--- src/rtl/cpu_pkg.sv ---
// Shared definitions for the instruction fetch unit: state encoding, instruction
// width and the size of one prefetch-queue entry.
package cpu_pkg;

  localparam int INSTRUCTION_WIDTH = 32;

  typedef enum logic [1:0] {
    IDLE    = 2'd0,
    REQUEST = 2'd1,
    DISCARD = 2'd2
  } fetch_state_t;

  // A queue entry holds the instruction word above the address it was fetched from.
  function automatic int fetch_entry_width(input int addr_width);
    return INSTRUCTION_WIDTH + addr_width;
  endfunction

endpackage

--- src/rtl/cpu_fetch_if.sv ---
// Instruction memory read channel: one request/address, completed by ready with data.
interface cpu_fetch_if import cpu_pkg::*; #(
  parameter int ADDR_WIDTH = 32
) ();

  logic                         o_bus_request;
  logic [ADDR_WIDTH-1:0]        o_bus_address;
  logic                         i_bus_ready;
  logic [INSTRUCTION_WIDTH-1:0] i_bus_data;

  modport master (
    output o_bus_request,
    output o_bus_address,
    input  i_bus_ready,
    input  i_bus_data
  );

  modport slave (
    input  o_bus_request,
    input  o_bus_address,
    output i_bus_ready,
    output i_bus_data
  );

endinterface

--- src/rtl/cpu_fetch_fifo.sv ---
// Synchronous prefetch queue with push, pop and flush; flush beats push and pop.
module cpu_fetch_fifo #(
  parameter int WIDTH = 64,
  parameter int DEPTH = 4
) (
  input  logic                   i_clock,
  input  logic                   i_reset,
  input  logic                   i_push,
  input  logic                   i_pop,
  input  logic                   i_flush,
  input  logic [WIDTH-1:0]       i_data,
  output logic [WIDTH-1:0]       o_data,
  output logic                   o_empty,
  output logic                   o_full,
  output logic [$clog2(DEPTH):0] o_count
);

  localparam int PW = $clog2(DEPTH);
  localparam logic [PW:0] DEPTH_COUNT = (PW+1)'(DEPTH);

  logic [WIDTH-1:0] mem [DEPTH];
  logic [PW-1:0]    rd_ptr;
  logic [PW-1:0]    wr_ptr;
  logic [PW:0]      count;
  logic             do_push;
  logic             do_pop;

  assign o_empty = (count == '0);
  assign o_full  = (count == DEPTH_COUNT);
  assign o_count = count;
  assign o_data  = mem[rd_ptr];
  assign do_push = i_push && !o_full;
  assign do_pop  = i_pop && !o_empty;

  always_ff @(posedge i_clock) begin
    if (i_reset || i_flush) begin
      rd_ptr <= '0;
      wr_ptr <= '0;
      count  <= '0;
    end else begin
      if (do_push) wr_ptr <= wr_ptr + PW'(1);
      if (do_pop)  rd_ptr <= rd_ptr + PW'(1);
      case ({do_push, do_pop})
        2'b10:   count <= count + (PW+1)'(1);
        2'b01:   count <= count - (PW+1)'(1);
        default: count <= count;
      endcase
    end
  end

  // NOTE: storage is deliberately not reset; an entry is only visible once count covers it.
  always_ff @(posedge i_clock) begin
    if (do_push) mem[wr_ptr] <= i_data;
  end

endmodule

--- src/rtl/cpu_fetch.sv ---
// Instruction fetch: one outstanding memory read at a time feeding a prefetch
// queue, with redirect (jump) that flushes the queue and drops in-flight data.
module cpu_fetch import cpu_pkg::*; #(
  parameter int                    ADDR_WIDTH = 32,
  parameter int                    FIFO_DEPTH = 4,
  parameter logic [ADDR_WIDTH-1:0] RESET_PC   = '0
) (
  input  logic                         i_clock,
  input  logic                         i_reset,
  cpu_fetch_if.master                  bus,
  input  logic                         i_jump,
  input  logic [ADDR_WIDTH-1:0]        i_jump_pc,
  output logic                         o_valid,
  output logic [INSTRUCTION_WIDTH-1:0] o_instruction,
  output logic [ADDR_WIDTH-1:0]        o_pc,
  input  logic                         i_ready,
  output logic [$clog2(FIFO_DEPTH):0]  o_count
);

  localparam int ENTRY_WIDTH = fetch_entry_width(ADDR_WIDTH);

  fetch_state_t           state;
  logic [ADDR_WIDTH-1:0]  fetch_pc;
  logic [ADDR_WIDTH-1:0]  jump_target;
  logic [ENTRY_WIDTH-1:0] head;
  logic                   push;
  logic                   pop;
  logic                   empty;
  logic                   full;

  assign jump_target = i_jump_pc & ~ADDR_WIDTH'(3);
  // A word returning in the same cycle as a jump belongs to the old stream.
  assign push = (state == REQUEST) && bus.i_bus_ready && !i_jump;
  assign pop  = !empty && i_ready;

  cpu_fetch_fifo #(
    .WIDTH (ENTRY_WIDTH),
    .DEPTH (FIFO_DEPTH)
  ) u_fifo (
    .i_clock (i_clock),
    .i_reset (i_reset),
    .i_push  (push),
    .i_pop   (pop),
    .i_flush (i_jump),
    .i_data  ({bus.i_bus_data, fetch_pc}),
    .o_data  (head),
    .o_empty (empty),
    .o_full  (full),
    .o_count (o_count)
  );

  assign o_valid       = !empty;
  assign o_instruction = head[ENTRY_WIDTH-1 -: INSTRUCTION_WIDTH];
  assign o_pc          = head[ADDR_WIDTH-1:0];

  // NOTE: state and outputs use non-blocking assignment so every branch sees pre-edge values.
  always_ff @(posedge i_clock) begin
    if (i_reset) begin
      state             <= IDLE;
      fetch_pc          <= RESET_PC;
      bus.o_bus_request <= 1'b0;
      bus.o_bus_address <= RESET_PC;
    end else begin
      unique case (state)
        IDLE: begin
          if (i_jump) begin
            fetch_pc <= jump_target;
          end else if (!full) begin
            state             <= REQUEST;
            bus.o_bus_request <= 1'b1;
            bus.o_bus_address <= fetch_pc;
          end
        end
        REQUEST: begin
          if (i_jump) begin
            fetch_pc <= jump_target;
            if (bus.i_bus_ready) begin
              state             <= IDLE;
              bus.o_bus_request <= 1'b0;
            end else begin
              // Request stays on the bus until memory completes it; its data is then dropped.
              state <= DISCARD;
            end
          end else if (bus.i_bus_ready) begin
            state             <= IDLE;
            fetch_pc          <= fetch_pc + ADDR_WIDTH'(4);
            bus.o_bus_request <= 1'b0;
          end
        end
        DISCARD: begin
          if (i_jump) fetch_pc <= jump_target;
          if (bus.i_bus_ready) begin
            state             <= IDLE;
            bus.o_bus_request <= 1'b0;
          end
        end
        default: begin
          state             <= IDLE;
          bus.o_bus_request <= 1'b0;
        end
      endcase
    end
  end

endmodule

--- src/flat_wrapper.sv ---
// flat-port wrapper written by rule: the top's interface ports become plain ports
module cpu_fetch_flat import cpu_pkg::*;
#(
  parameter int                    ADDR_WIDTH = 32,
  parameter int                    FIFO_DEPTH = 4,
  parameter logic [ADDR_WIDTH-1:0] RESET_PC   = '0
)
  (i_clock, i_reset, i_jump, i_jump_pc, o_valid, o_instruction, o_pc, i_ready, o_count, bus_o_bus_request, bus_o_bus_address, bus_i_bus_ready, bus_i_bus_data);
  cpu_fetch_if #(.ADDR_WIDTH(ADDR_WIDTH)) bus_i ();
  input  logic i_clock;
  input  logic i_reset;
  input  logic i_jump;
  input  logic [ADDR_WIDTH-1:0] i_jump_pc;
  output logic o_valid;
  output logic [INSTRUCTION_WIDTH-1:0] o_instruction;
  output logic [ADDR_WIDTH-1:0] o_pc;
  input  logic i_ready;
  output logic [$clog2(FIFO_DEPTH):0] o_count;
  output wire logic [$bits(bus_i.o_bus_request)-1:0] bus_o_bus_request;
  output wire logic [$bits(bus_i.o_bus_address)-1:0] bus_o_bus_address;
  input wire logic [$bits(bus_i.i_bus_ready)-1:0] bus_i_bus_ready;
  input wire logic [$bits(bus_i.i_bus_data)-1:0] bus_i_bus_data;
  assign bus_o_bus_request = bus_i.o_bus_request;
  assign bus_o_bus_address = bus_i.o_bus_address;
  assign bus_i.i_bus_ready = bus_i_bus_ready;
  assign bus_i.i_bus_data = bus_i_bus_data;
  cpu_fetch #(.ADDR_WIDTH(ADDR_WIDTH), .FIFO_DEPTH(FIFO_DEPTH), .RESET_PC(RESET_PC)) u_core (.i_clock(i_clock), .i_reset(i_reset), .bus(bus_i), .i_jump(i_jump), .i_jump_pc(i_jump_pc), .o_valid(o_valid), .o_instruction(o_instruction), .o_pc(o_pc), .i_ready(i_ready), .o_count(o_count));
endmodule
--- config.mk ---
export PLATFORM = sky130hd
export DESIGN_NAME = cpu_fetch_flat
export DESIGN_NICKNAME = d
export VERILOG_FILES = /design/src/rtl/cpu_pkg.sv /design/src/rtl/cpu_fetch_if.sv /design/src/rtl/cpu_fetch_fifo.sv /design/src/rtl/cpu_fetch.sv /design/src/flat_wrapper.sv
export SDC_FILE = /design/constraint.sdc
export NUM_CORES = 1
export LEC_CHECK = 0
export BUFFER_PORTS_ARGS = -buffer_cell sky130_fd_sc_hd__clkbuf_2
export CAP_MARGIN = 20
export CORE_UTILIZATION = 30
export DETAILED_ROUTE_END_ITERATION = 10
export GPL_TIMING_DRIVEN = 0
export SLEW_MARGIN = 5
export SYNTH_ARGS = -nofsm -noshare
export SYNTH_HDL_FRONTEND = slang
export SYNTH_SLANG_ARGS = --single-unit
--- constraint.sdc ---
create_clock -name i_clock -period 7.9 [get_ports i_clock]
set_clock_uncertainty 0.2 [all_clocks]
set_input_delay 0.79 -clock i_clock [delete_from_list [all_inputs] [get_ports i_clock]]
set_output_delay 0.79 -clock i_clock [all_outputs]
set_load 0.02 [all_outputs]
## Yosys cells after proc, flatten, opt, wreduce, memory -nomap -nowiden

Memory sizes are Yosys's and may differ from the RTL's. A register that Yosys moved wholly into a read port is not among the register bits.
Cells that the tools add are included.

- Word-level logic and storage cells: 63
- Output and inout bits: 101
- Memories kept: 1
- Register bits after elaboration: 74
- RAM bits: 256
- Input bits: 69

Memory list:

| memory | words | bits a word | rd ports | clocked after memory_dff | wr ports | RTL line | text |
|---|---|---|---|---|---|---|---|
| u_core.u_fifo.mem | 4 | 64 | 1 | 1 | 1 | cpu_fetch_fifo.sv:21 | `logic [WIDTH-1:0] mem [DEPTH];` |

- Bitwise gates (word level): 2
- Muxes and demuxes: 19
- Add/subtract/negate cells: 5
- Reduce and logical (&&, ||, !) cells: 19
- Equal/unequal tests: 10

Operators by type and width:

| kind | number |
|---|---|
| $mux W32 | 3 |
| $pmux W32 S2 | 1 |
| $add A32 B3 Y32 const B | 1 |
| $mux W2 | 7 |
| $reduce_and A3 Y1 | 3 |
| $pmux W2 S3 | 1 |
| $pmux W3 S2 | 1 |
| $logic_and A1 B1 Y1 | 5 |
| $mux W1 | 5 |
| $add A2 B1 Y2 const B | 2 |
| $eq A2 B1 Y1 const B | 2 |
| $eq A2 B2 Y1 const B | 2 |
| $ne A2 B1 Y1 const B | 2 |
| $ne A2 B2 Y1 const B | 2 |
| $reduce_bool A2 Y1 | 2 |
| $reduce_or A2 Y1 | 2 |
| $add A3 B1 Y3 const B | 1 |
| $eq A3 B3 Y1 const B | 1 |
| $logic_not A1 Y1 | 3 |
| $logic_not A3 Y1 | 1 |
| $ne A3 B3 Y1 const B | 1 |
| $sub A3 B1 Y3 const B | 1 |
| $logic_not A2 Y1 | 1 |
| $not A1 Y1 | 2 |
| other kinds (3) | 3 |

## Longest topological paths before layout

Gate-level depths: netlist of the first run.

- Depth after elaboration: 6
- Mapped depth: 12
- Gate-level depth less buffers: 12

## Modules after synthesis

From an unflattened synthesis of the first run, not the netlist that was laid out.

- Cell total of the unflattened synthesis: 823
- Area, all modules: 12963.7 µm²

Modules (own cells, without submodules):

| module | area each (µm²) | times used | cells each | sequential area each (µm²) |
|---|---|---|---|---|
| cpu_fetch_fifo | 9706.8 | 1 | 390 | 7867.5 |
| cpu_fetch | 3256.9 | 1 | 433 | 1261.2 |

## Worst setup path before layout of the first run

Ideal clock, no wire load.

- Path kind: input-to-reg
- Start point: input port i_jump
- End point: memory u_core.u_fifo.mem[0][10], enable pin
- Setup time: 0.426 ns
- Cell stages on the path: 5
- Data required time: 7.274 ns
- Path buffers: 1
- Slack: 4.276 ns
- Arrival: 2.997 ns
- Cell sequence: buf_2 nor2b_1 nand2_1 a21oi_1 and2_1

- Word-level cells in the longest chain between the ends: 5

Ends and longest elaborated chain:

| element | RTL line | text |
|---|---|---|
| from (decl) | flat_wrapper.sv:12 | `input logic i_jump;` |
| $logic_not A1 Y1 | cpu_fetch.sv:33 | `assign push = (state == REQUEST) && bus.i_bus_ready && !i_jump;` |
| $logic_and A1 B1 Y1 | cpu_fetch.sv:33 |  |
| $logic_and A1 B1 Y1 | cpu_fetch_fifo.sv:32 | `assign do_push = i_push && !o_full;` |
| $mux W1 | cpu_fetch_fifo.sv:53 | `if (do_push) mem[wr_ptr] <= i_data;` |
| $mux W1 (implied by the code) | cpu_fetch_fifo.sv:53 |  |
| to (decl) | cpu_fetch_fifo.sv:21 |  |

Every way passes these cells.

==> results of run 1 <==
## registers in the layout (all words and copies together) (netlist names), named ones only
name,flops
u_core.bus.o_bus_address,30
u_core.bus.o_bus_request,1
u_core.fetch_pc,30
u_core.state,2
u_core.u_fifo.mem,248
u_core.u_fifo.o_count,3
u_core.u_fifo.rd_ptr,2
u_core.u_fifo.wr_ptr,2
## critical path: stages (launching register included)
cell	delay, ps
dfxtp_1	300
clkbuf_1	600
buf_2	530
mux4_2	580
clkbuf_2	180
## logic make-up (layout without fill, tap and decap cells)
logic type / after synthesis / after routing / synth area share
buffers and inverters: 61 / 289 / 0.0212
muxes: 68 / 68 / 0.115
adders and majority gates: 12 / 12 / 0.0125
DFF: 320 / 320 / 0.705
other: 1 / 4 / 0.000297
and+or+nand+nor: 196 / 196 / 0.0785
AOI/OAI and AO/OA: 132 / 132 / 0.0637
xor gates and xnor gates: 5 / 5 / 0.00347
## area by class of cell
class / count / area (um^2)
sequential: 320 / 8890
multi-input combinational: 417 / 3480
clock buffer: 43 / 927
buffer: 49 / 223
tap: 532 / 666
inverter: 12 / 45.0
timing repair buffer: 166 / 921
clock inverter: 19 / 171
fill: 3919 / 25800
## layer usage
layer | routed length (um) | part of all wire | vias to the layer above
met5 | 0 | 0 | -
met4 | 852 | 0.027 | 0
met3 | 2280 | 0.072 | 46
met2 | 15200 | 0.48 | 263
met1 | 13500 | 0.42 | 3810
li1 | - | - | 3510
## cell usage after synthesis (4+ instances only)
| cell | count | share of area |
|---|---|---|
| inv_1 | 11 | 0.0033 |
| mux4_2 | 62 | 0.11 |
| or3_1 | 4 | 0.0020 |
| a21oi_1 | 58 | 0.023 |
| buf_4 | 4 | 0.0024 |
| nand3_1 | 18 | 0.0071 |
| a32oi_1 | 6 | 0.0042 |
| and2_1 | 9 | 0.0045 |
| nand2_1 | 88 | 0.026 |
| nor4_1 | 7 | 0.0035 |
| nand4_1 | 7 | 0.0035 |
| clkbuf_1 | 30 | 0.0089 |
| ha_1 | 11 | 0.011 |
| a31oi_1 | 4 | 0.0020 |
| o22ai_1 | 4 | 0.0020 |
| dfxtp_1 | 72 | 0.11 |
| nor3_1 | 6 | 0.0024 |
| and3_1 | 6 | 0.0030 |
| buf_2 | 13 | 0.0052 |
| o31ai_1 | 7 | 0.0042 |
| a211oi_1 | 7 | 0.0042 |
| o211ai_1 | 5 | 0.0030 |
| mux2i_1 | 6 | 0.0048 |
| edfxtp_1 | 248 | 0.59 |
| nor2_1 | 27 | 0.0080 |
| o21ai_0 | 25 | 0.0099 |
## power groups by stage
| stage | Clock (mW) | Sequential, mW | Combinational [mW] |
|---|---|---|---|
| after floorplan | 0 | 1.92 | 0.0946 |
| after global placement | 0 | 1.92 | 0.174 |
| after detailed placement | 0 | 1.92 | 0.178 |
| after CTS | 1.61 | 1.89 | 0.179 |
| after global routing | 1.67 | 1.89 | 0.194 |
| final | 1.56 | 1.89 | 0.179 |
## worst max-delay path by stage
stage	to	slack [ps]	depth (start not counted)
after floorplan	u_core.u_fifo.mem[0][10]	4280	5
after global placement	u_core.u_fifo.mem[1][48]	2740	5
after detailed placement	o_pc[3]	4580	4
after CTS	o_pc[3]	4000	4
after global routing	o_pc[3]	3910	4
final	o_instruction[6]	4180	4
==> out/results.ini, run 1 <==
[run_status]
status = finished with violations
violations = DRC

[clocking]
insertion_delay_ps = 530
ctsRootBufferMaster = clkbuf_16
cts_hold_buf = 0
cts_setup_buffers = 0
cts_tree = yes
clk_pin_slew_worst_paths_ps = 60
clock_path_buffers = 3
htree_levels = 2
post_cts_resized = 0
cts_made_buffers = 35
clock-sinks = 320

[route]
drcViolationCount = 8
firstDrtPassIters = 10
viasPerCell = 4.90
drt_iter0_markers = 574
avgRoutedWirePerCell_um = 20.5
ant_nets = 0
wl_um = 31900
vias = 7629

[sta]
fmax_mhz = 269
holdWs_ps = 256
rsz0062_at_grt = no
timing.final.ws_setup_ps = 4180
fin_setup_tns_ps = 0
report.final.slew_viol_count = 0
worst_pin_slew_ps = 803
timing.final.crit_share = 0.470
period_minus_slack_ps = 3720
finalHoldViolCount = 0
setup_violations = 0
maxSlewHeadroom = 0.465

[floorplan]
core_area_um2 = 41100
fp.dieArea_um2 = 42900
rows = 74
die-height_um = 207
initial_utilization = 0.307
ios = 170
die-width_um = 207

[finish]
area_growth_pct = 21.5
final_cell_mix = edfxtp_1, clkbuf_2, nand2_1
nets = 1082
layout-drive-gt1-share = 0.301
utilization = 0.373
layout_commonest_cell = edfxtp_1
fin_area_um2 = 15300
diodes = 0
fin_cells = 1558

[hold_path]
hold_class = flop to flop
min_from = u_core.bus.o_bus_address[10]
worstHoldEndpoint = u_core.bus.o_bus_address[10]
hold_depth = 2

[grt]
grt_max_degree = 49
grt_pass1_wl_um = 47500
grt_use_met2 = 0.241
busiest_layer = met2
use_met1 = 0.188
antenna_found_initial = 0
gr-usage-all-layers = 0.147
grt_util_met3 = 0.0370
grt_overflow = 0
grt_pass1_vias = 7565

[setup_path]
critPathCaptureType = primary output
rr_worst_depth = 9
worstPathRequired_ps = 6910
start_kind = flop
r2r-end = u_core.fetch_pc[17]
crit_type = flop to primary output
r2r_start = u_core.state[0]
cp.arrival_ps = 2730
path_max_fanout = 10
rrSetupSlack_ps = 5060

[power]
ir_worst_vdd_mv = 0.148
p_switching_mw = 0.818
p_seq_frac = 0.520
finalPower_mw = 3.63
intPower_mw = 2.81
sw_frac_of_total = 0.225
p_leak_nw = 5.24
p_per_area_nw_per_um2 = 237
p_clk_frac = 0.431
combPwrFrac = 0.049

[placement]
place_ws_ps = 4580
routabilityCongestion = 0.910
placed_area_um2 = 14200
dpl.hpwl_um = 21200
dp_cells = 1496
portBuffers = 162

[logic_synthesis]
syn_avg_cell_area_um2 = 15.9
synthDistinctLibCells = 58
synthArstFlopShare = 0
synthFlopType = edfxtp_1
synth_edf_count = 248
ys_seq_area_frac = 0.705
syn_inst = 795
synth_area_um2 = 12600
ys_ff_latch = 320
yosysWarnings = 0

[job]
drv_cap = 0

Note: power is estimated with default switching activity, not from simulation.
==> run 2, diff against run 1 <==
==> constraint.sdc (replaced) <==
create_clock -name i_clock -period 3 [get_ports i_clock]
set_clock_uncertainty 0.2 [all_clocks]
set_input_delay 0.3 -clock i_clock [delete_from_list [all_inputs] [get_ports i_clock]]
set_output_delay 0.3 -clock i_clock [all_outputs]
set_load 0.02 [all_outputs]
==> run 2 against run 1 <==
  * The flow still finishes with violations (DRC)
  * Sequential power rose to 2.6 times the previous value
  * Final area increased by 3.9%
  * Combinational power rose to 3.0 times the previous value
  * Critical path depth rose by 6
  * Via count rose by 2.8%
  * Non-clock buffer count increased by 56
  * Critical endpoint is now u_core.fetch_pc[2]
==> out/results.ini, run 2 (synthesized netlist as in run 1, its figures left out) <==
[run_status]
violations = DRC
status = finished with violations

[route]
firstDrtPassIters = 11  ; +1
vias = 7842  ; +2.8%
drt_iter0_markers = 460  ; -20%
wl_um = 32100  ; +0.77%
avgRoutedWirePerCell_um = 19.9  ; -2.7%
drcViolationCount = 11  ; +3
ant_nets = 0  ; unchanged
viasPerCell = 4.86  ; -0.77%

[clocking]
clock_path_buffers = 3  ; unchanged
clk_pin_slew_worst_paths_ps = 60  ; about the same
cts_made_buffers = 36  ; +2.9%
htree_levels = 2  ; unchanged
clock-sinks = 320  ; unchanged
cts_tree = yes
ctsRootBufferMaster = clkbuf_16
insertion_delay_ps = 510  ; -20 ps
cts_setup_buffers = 0  ; unchanged

[finish]
diodes = 0  ; unchanged
final_cell_mix = edfxtp_1, clkbuf_2, nand2_1
fin_cells = 1614  ; +3.6%
top_regs = u_core.u_fifo.mem: 248 flops, u_core.bus.o_bus_address: 30 flops, u_core.fetch_pc: 30 flops
nets = 1139  ; +5.3%
largest_register_ffs = 248  ; unchanged
fin_area_um2 = 15900  ; +3.9%
regMostFlops = u_core.u_fifo.mem
layout-drive-gt1-share = 0.294  ; -0.00727
layout_commonest_cell = edfxtp_1
area_growth_pct = 26.2

[hold_path]
hold_class = input pin to flop
min_from = i_jump_pc[31]

[sta]
setup_violations = 0  ; unchanged
fmax_mhz = 359
maxSlewHeadroom = 0.517  ; +0.0527
worst_pin_slew_ps = 718  ; -84.6 ps
report.final.slew_viol_count = 0  ; unchanged
period_minus_slack_ps = 2780
finalHoldViolCount = 0  ; unchanged
rsz0062_at_grt = no
timing.final.crit_share = 0.928

[grt]
grt_overflow = 0  ; unchanged
antenna_found_initial = 0  ; unchanged
grt_pass1_vias = 7955  ; +5.2%
gr-usage-all-layers = 0.148  ; +0.00121
grt_pass1_wl_um = 48200  ; +1.5%
grt_max_degree = 47  ; -4.1%

[placement]
dp_cells = 1496  ; unchanged
routabilityCongestion = 0.925  ; +1.6%
placed_area_um2 = 14200  ; unchanged
dpl.hpwl_um = 21300  ; +0.64%
portBuffers = 162  ; unchanged

[power]
ir_worst_vdd_mv = 0.297  ; +100%
finalPower_mw = 9.64  ; +170%
p_switching_mw = 2.11  ; +160%
p_seq_frac = 0.516  ; -0.004
p_per_area_nw_per_um2 = 606  ; +160%
p_clk_frac = 0.429  ; -0.002
sw_frac_of_total = 0.219  ; -0.00625
p_leak_nw = 5.51  ; +5.1%
combPwrFrac = 0.055  ; +0.006
intPower_mw = 7.53  ; +170%

[floorplan]
initial_utilization = 0.307  ; unchanged
ios = 170  ; unchanged
die-width_um = 207  ; unchanged
core_area_um2 = 41100  ; unchanged
die-height_um = 207  ; unchanged
rows = 74  ; unchanged
fp.dieArea_um2 = 42900  ; unchanged

[setup_path]
rr_worst_depth = 10  ; +1
r2r-end = u_core.fetch_pc[2]
timing.critical_path.to = u_core.fetch_pc[2]
startpoint = u_core.state[0]
start_kind = flop
critPathCaptureType = flop
rrSetupSlack_ps = 220  ; -4840 ps
crit_type = flop to flop
r2r_start = u_core.state[0]
path_max_fanout = 10  ; unchanged
cp.arrival_ps = 3030  ; +300 ps
worstPathRequired_ps = 3240  ; -3670 ps

[job]
drv_cap = 0  ; unchanged

[run 2: changes by cell type in the layout (fill, tap and decap cells not counted), sizes merged]
cell,previous run,this run
dlygate4sd3,0,58
clkbuf,235,239
clkinv,14,10
buf,23,22
inv,12,11
[run 2: layer usage]
metal | GRT usage | share of wire | up-vias
met5 | 0 | 0 | -
met4 | 0.0620 | 0.035 | 0
met3 | 0.0302 | 0.073 | 57
met2 | 0.240 | 0.47 | 290
met1 | 0.194 | 0.42 | 3868
li1 | - | - | 3627
[run 2: timing repair]
item | 4_1_cts | 5_1_grt
gates resized for setup | 6 | 6
endpoints found under the setup margin | 60 | 21
hold buffers | 58 | 0
gates cloned | 0 | 0
endpoints found under the hold margin | 154 | 0
[run 2: worst min path at each step]
stage | to | slack [ps] | cells after the start
finish | u_core.fetch_pc[31] | 9 | 3
global placement | u_core.bus.o_bus_address[29] | 240 | 2
global route | u_core.fetch_pc[31] | 0.9 | 3
CTS | u_core.fetch_pc[31] | 3 | 3
detailed placement | u_core.bus.o_bus_address[7] | 250 | 2
floorplan | u_core.u_fifo.mem[0][32] | 200 | 0
[run 2: power groups by stage]
stage	combinational (mW)	sequential [mW]	clock, mW
floorplan	0.249	5.04	0
global placement	0.460	5.06	0
detailed placement	0.470	5.07	0
CTS	0.531	4.97	4.25
global route	0.576	4.98	4.43
finish	0.529	4.97	4.14
[run 2: layout make-up]
cell class / instances / area (um^2)
Inverter: 12 / 45.0
Fill cell: 3880 / 25200
Timing Repair Buffer: 224 / 1500
Clock buffer: 48 / 977
Multi-Input combinational cell: 417 / 3480
Buffer: 47 / 224
Sequential cell: 320 / 8890
Tap cell: 532 / 666
Clock inverter: 14 / 126
[run 2: stage by stage]
step / util / worst slack [ps] / setup TNS [ps] / hold WS, ps
after detailed placement: 0.346 / 172 / 0 / 250
final: 0.387 / 215 / 0 / 8.99
after floorplan: - / 369 / 0 / 199
after CTS: 0.387 / 2.78 / 0 / 2.90
after global placement: 0.343 / -596 / -143110 / 244
after global routing: 0.387 / 52.8 / 0 / 0.909
[run 2: worst max-delay path: stages (launching register included)]
cell	delay, ps
dfxtp_1	430
inv_1	100
ha_1	200
buf_2	170
or3_1	390
clkbuf_1	140
clkbuf_1	310
clkbuf_2	320
nor4_1	250
a21oi_1	80
a21oi_1	130
==> run 3, diff against run 2 <==
==> constraint.sdc (replaced) <==
create_clock -name i_clock -period 3.5 [get_ports i_clock]
set_clock_uncertainty 0.2 [all_clocks]
set_input_delay 0.35 -clock i_clock [delete_from_list [all_inputs] [get_ports i_clock]]
set_output_delay 0.35 -clock i_clock [all_outputs]
set_load 0.02 [all_outputs]
==> run 3 against run 2 <==
  * The run still ends with DRC left
  * Global-route usage is essentially flat
  * Final area shrank 0.79%
  * Combinational power shrank 16%
  * Critical path type is now flop to primary output
  * Highest routed layer unchanged
==> out/results.ini, run 3 (synthesized netlist as in run 1, its figures left out) <==
[setup_path]
r2r-end = u_core.fetch_pc[17]
start_kind = flop
cp.arrival_ps = 2680  ; -350 ps
timing.critical_path.to = o_instruction[6]
critPathCaptureType = primary output
rrSetupSlack_ps = 660  ; +440 ps
path_max_fanout = 10  ; unchanged
crit_type = flop to primary output
rr_worst_depth = 9  ; -1
r2r_start = u_core.state[0]
worstPathRequired_ps = 2950  ; -290 ps

[finish]
nets = 1128  ; -0.97%
top_regs = u_core.u_fifo.mem: 248 flops, u_core.bus.o_bus_address: 30 flops, u_core.fetch_pc: 30 flops
area_growth_pct = 25.2
layout_commonest_cell = edfxtp_1
layout-drive-gt1-share = 0.288  ; -0.00565
largest_register_ffs = 248  ; unchanged
final_cell_mix = edfxtp_1, clkbuf_2, nand2_1
regMostFlops = u_core.u_fifo.mem
diodes = 0  ; unchanged

[sta]
rsz0062_at_grt = no
holdWs_ps = 18.7  ; +9.71 ps
maxSlewHeadroom = 0.476  ; -0.0412
timing.final.crit_share = 0.924
setup_violations = 0  ; unchanged
worst_pin_slew_ps = 786  ; +67.3 ps
period_minus_slack_ps = 3230
report.final.slew_viol_count = 0  ; unchanged
fmax_mhz = 309
finalHoldViolCount = 0  ; unchanged

[route]
wl_um = 32100  ; about the same
drcViolationCount = 8  ; -3
viasPerCell = 4.86  ; about the same
firstDrtPassIters = 10  ; -1
ant_nets = 0  ; unchanged
drt_iter0_markers = 612  ; +33%
avgRoutedWirePerCell_um = 20.0  ; +0.54%
vias = 7801  ; -0.52%

[clocking]
ctsRootBufferMaster = clkbuf_16
clk_pin_slew_worst_paths_ps = 60  ; about the same
insertion_delay_ps = 530  ; +20 ps
cts_tree = yes
clock_path_buffers = 3  ; unchanged
cts_setup_buffers = 0  ; unchanged
htree_levels = 2  ; unchanged
clock-sinks = 320  ; unchanged
cts_made_buffers = 35  ; -2.8%

[power]
p_leak_nw = 5.44  ; -1.3%
finalPower_mw = 8.25  ; -14%
sw_frac_of_total = 0.226  ; +0.00668
p_clk_frac = 0.429  ; about the same
p_switching_mw = 1.86  ; -12%
intPower_mw = 6.39  ; -15%
p_seq_frac = 0.517  ; about the same
p_per_area_nw_per_um2 = 523  ; -14%
combPwrFrac = 0.054  ; about the same
ir_worst_vdd_mv = 0.334  ; +12%

[grt]
grt_use_met2 = 0.244  ; +0.00431
grt_util_met3 = 0.0364  ; +0.00622
use_met1 = 0.189  ; -0.00556
grt_pass1_vias = 7754  ; -2.5%
busiest_layer = met2
grt_max_degree = 49  ; +4.3%
grt_overflow = 0  ; unchanged
antenna_found_initial = 0  ; unchanged
grt_pass1_wl_um = 47900  ; -0.49%
gr-usage-all-layers = 0.148  ; about the same

[floorplan]
rows = 74  ; unchanged
die-height_um = 207  ; unchanged
ios = 170  ; unchanged
fp.dieArea_um2 = 42900  ; unchanged
core_area_um2 = 41100  ; unchanged
die-width_um = 207  ; unchanged
initial_utilization = 0.307  ; unchanged

[placement]
dpl.hpwl_um = 21200  ; -0.63%
portBuffers = 162  ; unchanged
routabilityCongestion = 0.910  ; -1.6%

[run_status]
status = finished with violations
violations = DRC

[job]
drv_cap = 0  ; unchanged

[hold_path]
hold_depth = 3  ; unchanged
hold_class = input pin to flop

-- run 3: cell count changes in the layout (fill, tap and decap cells not counted), sizes merged --
| cell | previous run | this run |
|---|---|---|
| dlygate4sd3 | 58 | 47 |
| clkbuf | 239 | 234 |
| clkinv | 10 | 14 |
| buf | 22 | 23 |
| inv | 11 | 12 |
-- run 3: cell type report --
| type | count | area (um^2) |
|---|---|---|
| Fill cell | 3884 | 25300 |
| Sequential cell | 320 | 8890 |
| Multi-Input combinational cell | 417 | 3480 |
| Timing Repair Buffer | 213 | 1390 |
| Clock buffer | 43 | 927 |
| Tap cell | 532 | 666 |
| Buffer | 48 | 219 |
| Clock inverter | 19 | 171 |
| Inverter | 12 | 45.0 |
-- run 3: power by group through the flow --
stage	clock network (mW)	registers, mW	logic (mW)
global placement	0	4.34	0.393
detailed placement	0	4.34	0.402
floorplan	0	4.32	0.213
global route	3.78	4.27	0.483
finish	3.54	4.26	0.445
CTS	3.64	4.26	0.446
-- run 3: layer usage --
| metal | wire, um | vias to the layer above | share of wire |
|---|---|---|---|
| met5 | 0 | - | 0 |
| met1 | 13600 | 3872 | 0.42 |
| met4 | 896 | 0 | 0.028 |
| met3 | 2350 | 48 | 0.073 |
| li1 | - | 3598 | - |
| met2 | 15300 | 283 | 0.48 |
-- run 3: critical path, cell delays in order, from the launching register on --
cell	delay, ps
dfxtp_1	300
buf_1	580
clkbuf_1	660
mux4_2	420
clkbuf_2	180
-- run 3: per-stage QoR --
step	std cells	setup slack, ps	setup TNS [ps]	util	instance area, um^2
after floorplan	798	210	0	-	12600
after global placement	1492	-1340	-321460	0.343	14100
after detailed placement	1496	623	0	0.346	14200
after CTS	1605	43.4	0	0.384	15800
after global routing	1604	54.3	0	0.384	15800
final	1604	265	0	0.384	15800
-- run 3: how the worst min path moves through the flow --
stage                                   endpoint  slack (ps)                    startpoint
finish                       u_core.fetch_pc[27]          20                 i_jump_pc[27]
global route                 u_core.fetch_pc[15]           9                 i_jump_pc[15]
CTS                          u_core.fetch_pc[24]         0.3                 i_jump_pc[24]
detailed placement  u_core.bus.o_bus_address[27]         250  u_core.bus.o_bus_address[27]
global placement    u_core.bus.o_bus_address[19]         240  u_core.bus.o_bus_address[19]
floorplan               u_core.u_fifo.mem[0][32]         250             bus_i_bus_data[0]
-- run 3: what timing repair did --
| action | in CTS | in global routing |
|---|---|---|
| resized for setup | 0 | 0 |
| hold buffers | 47 | 0 |
| endpoints found under the setup margin | 0 | 6 |
| hold endpoints to repair | 144 | 0 |
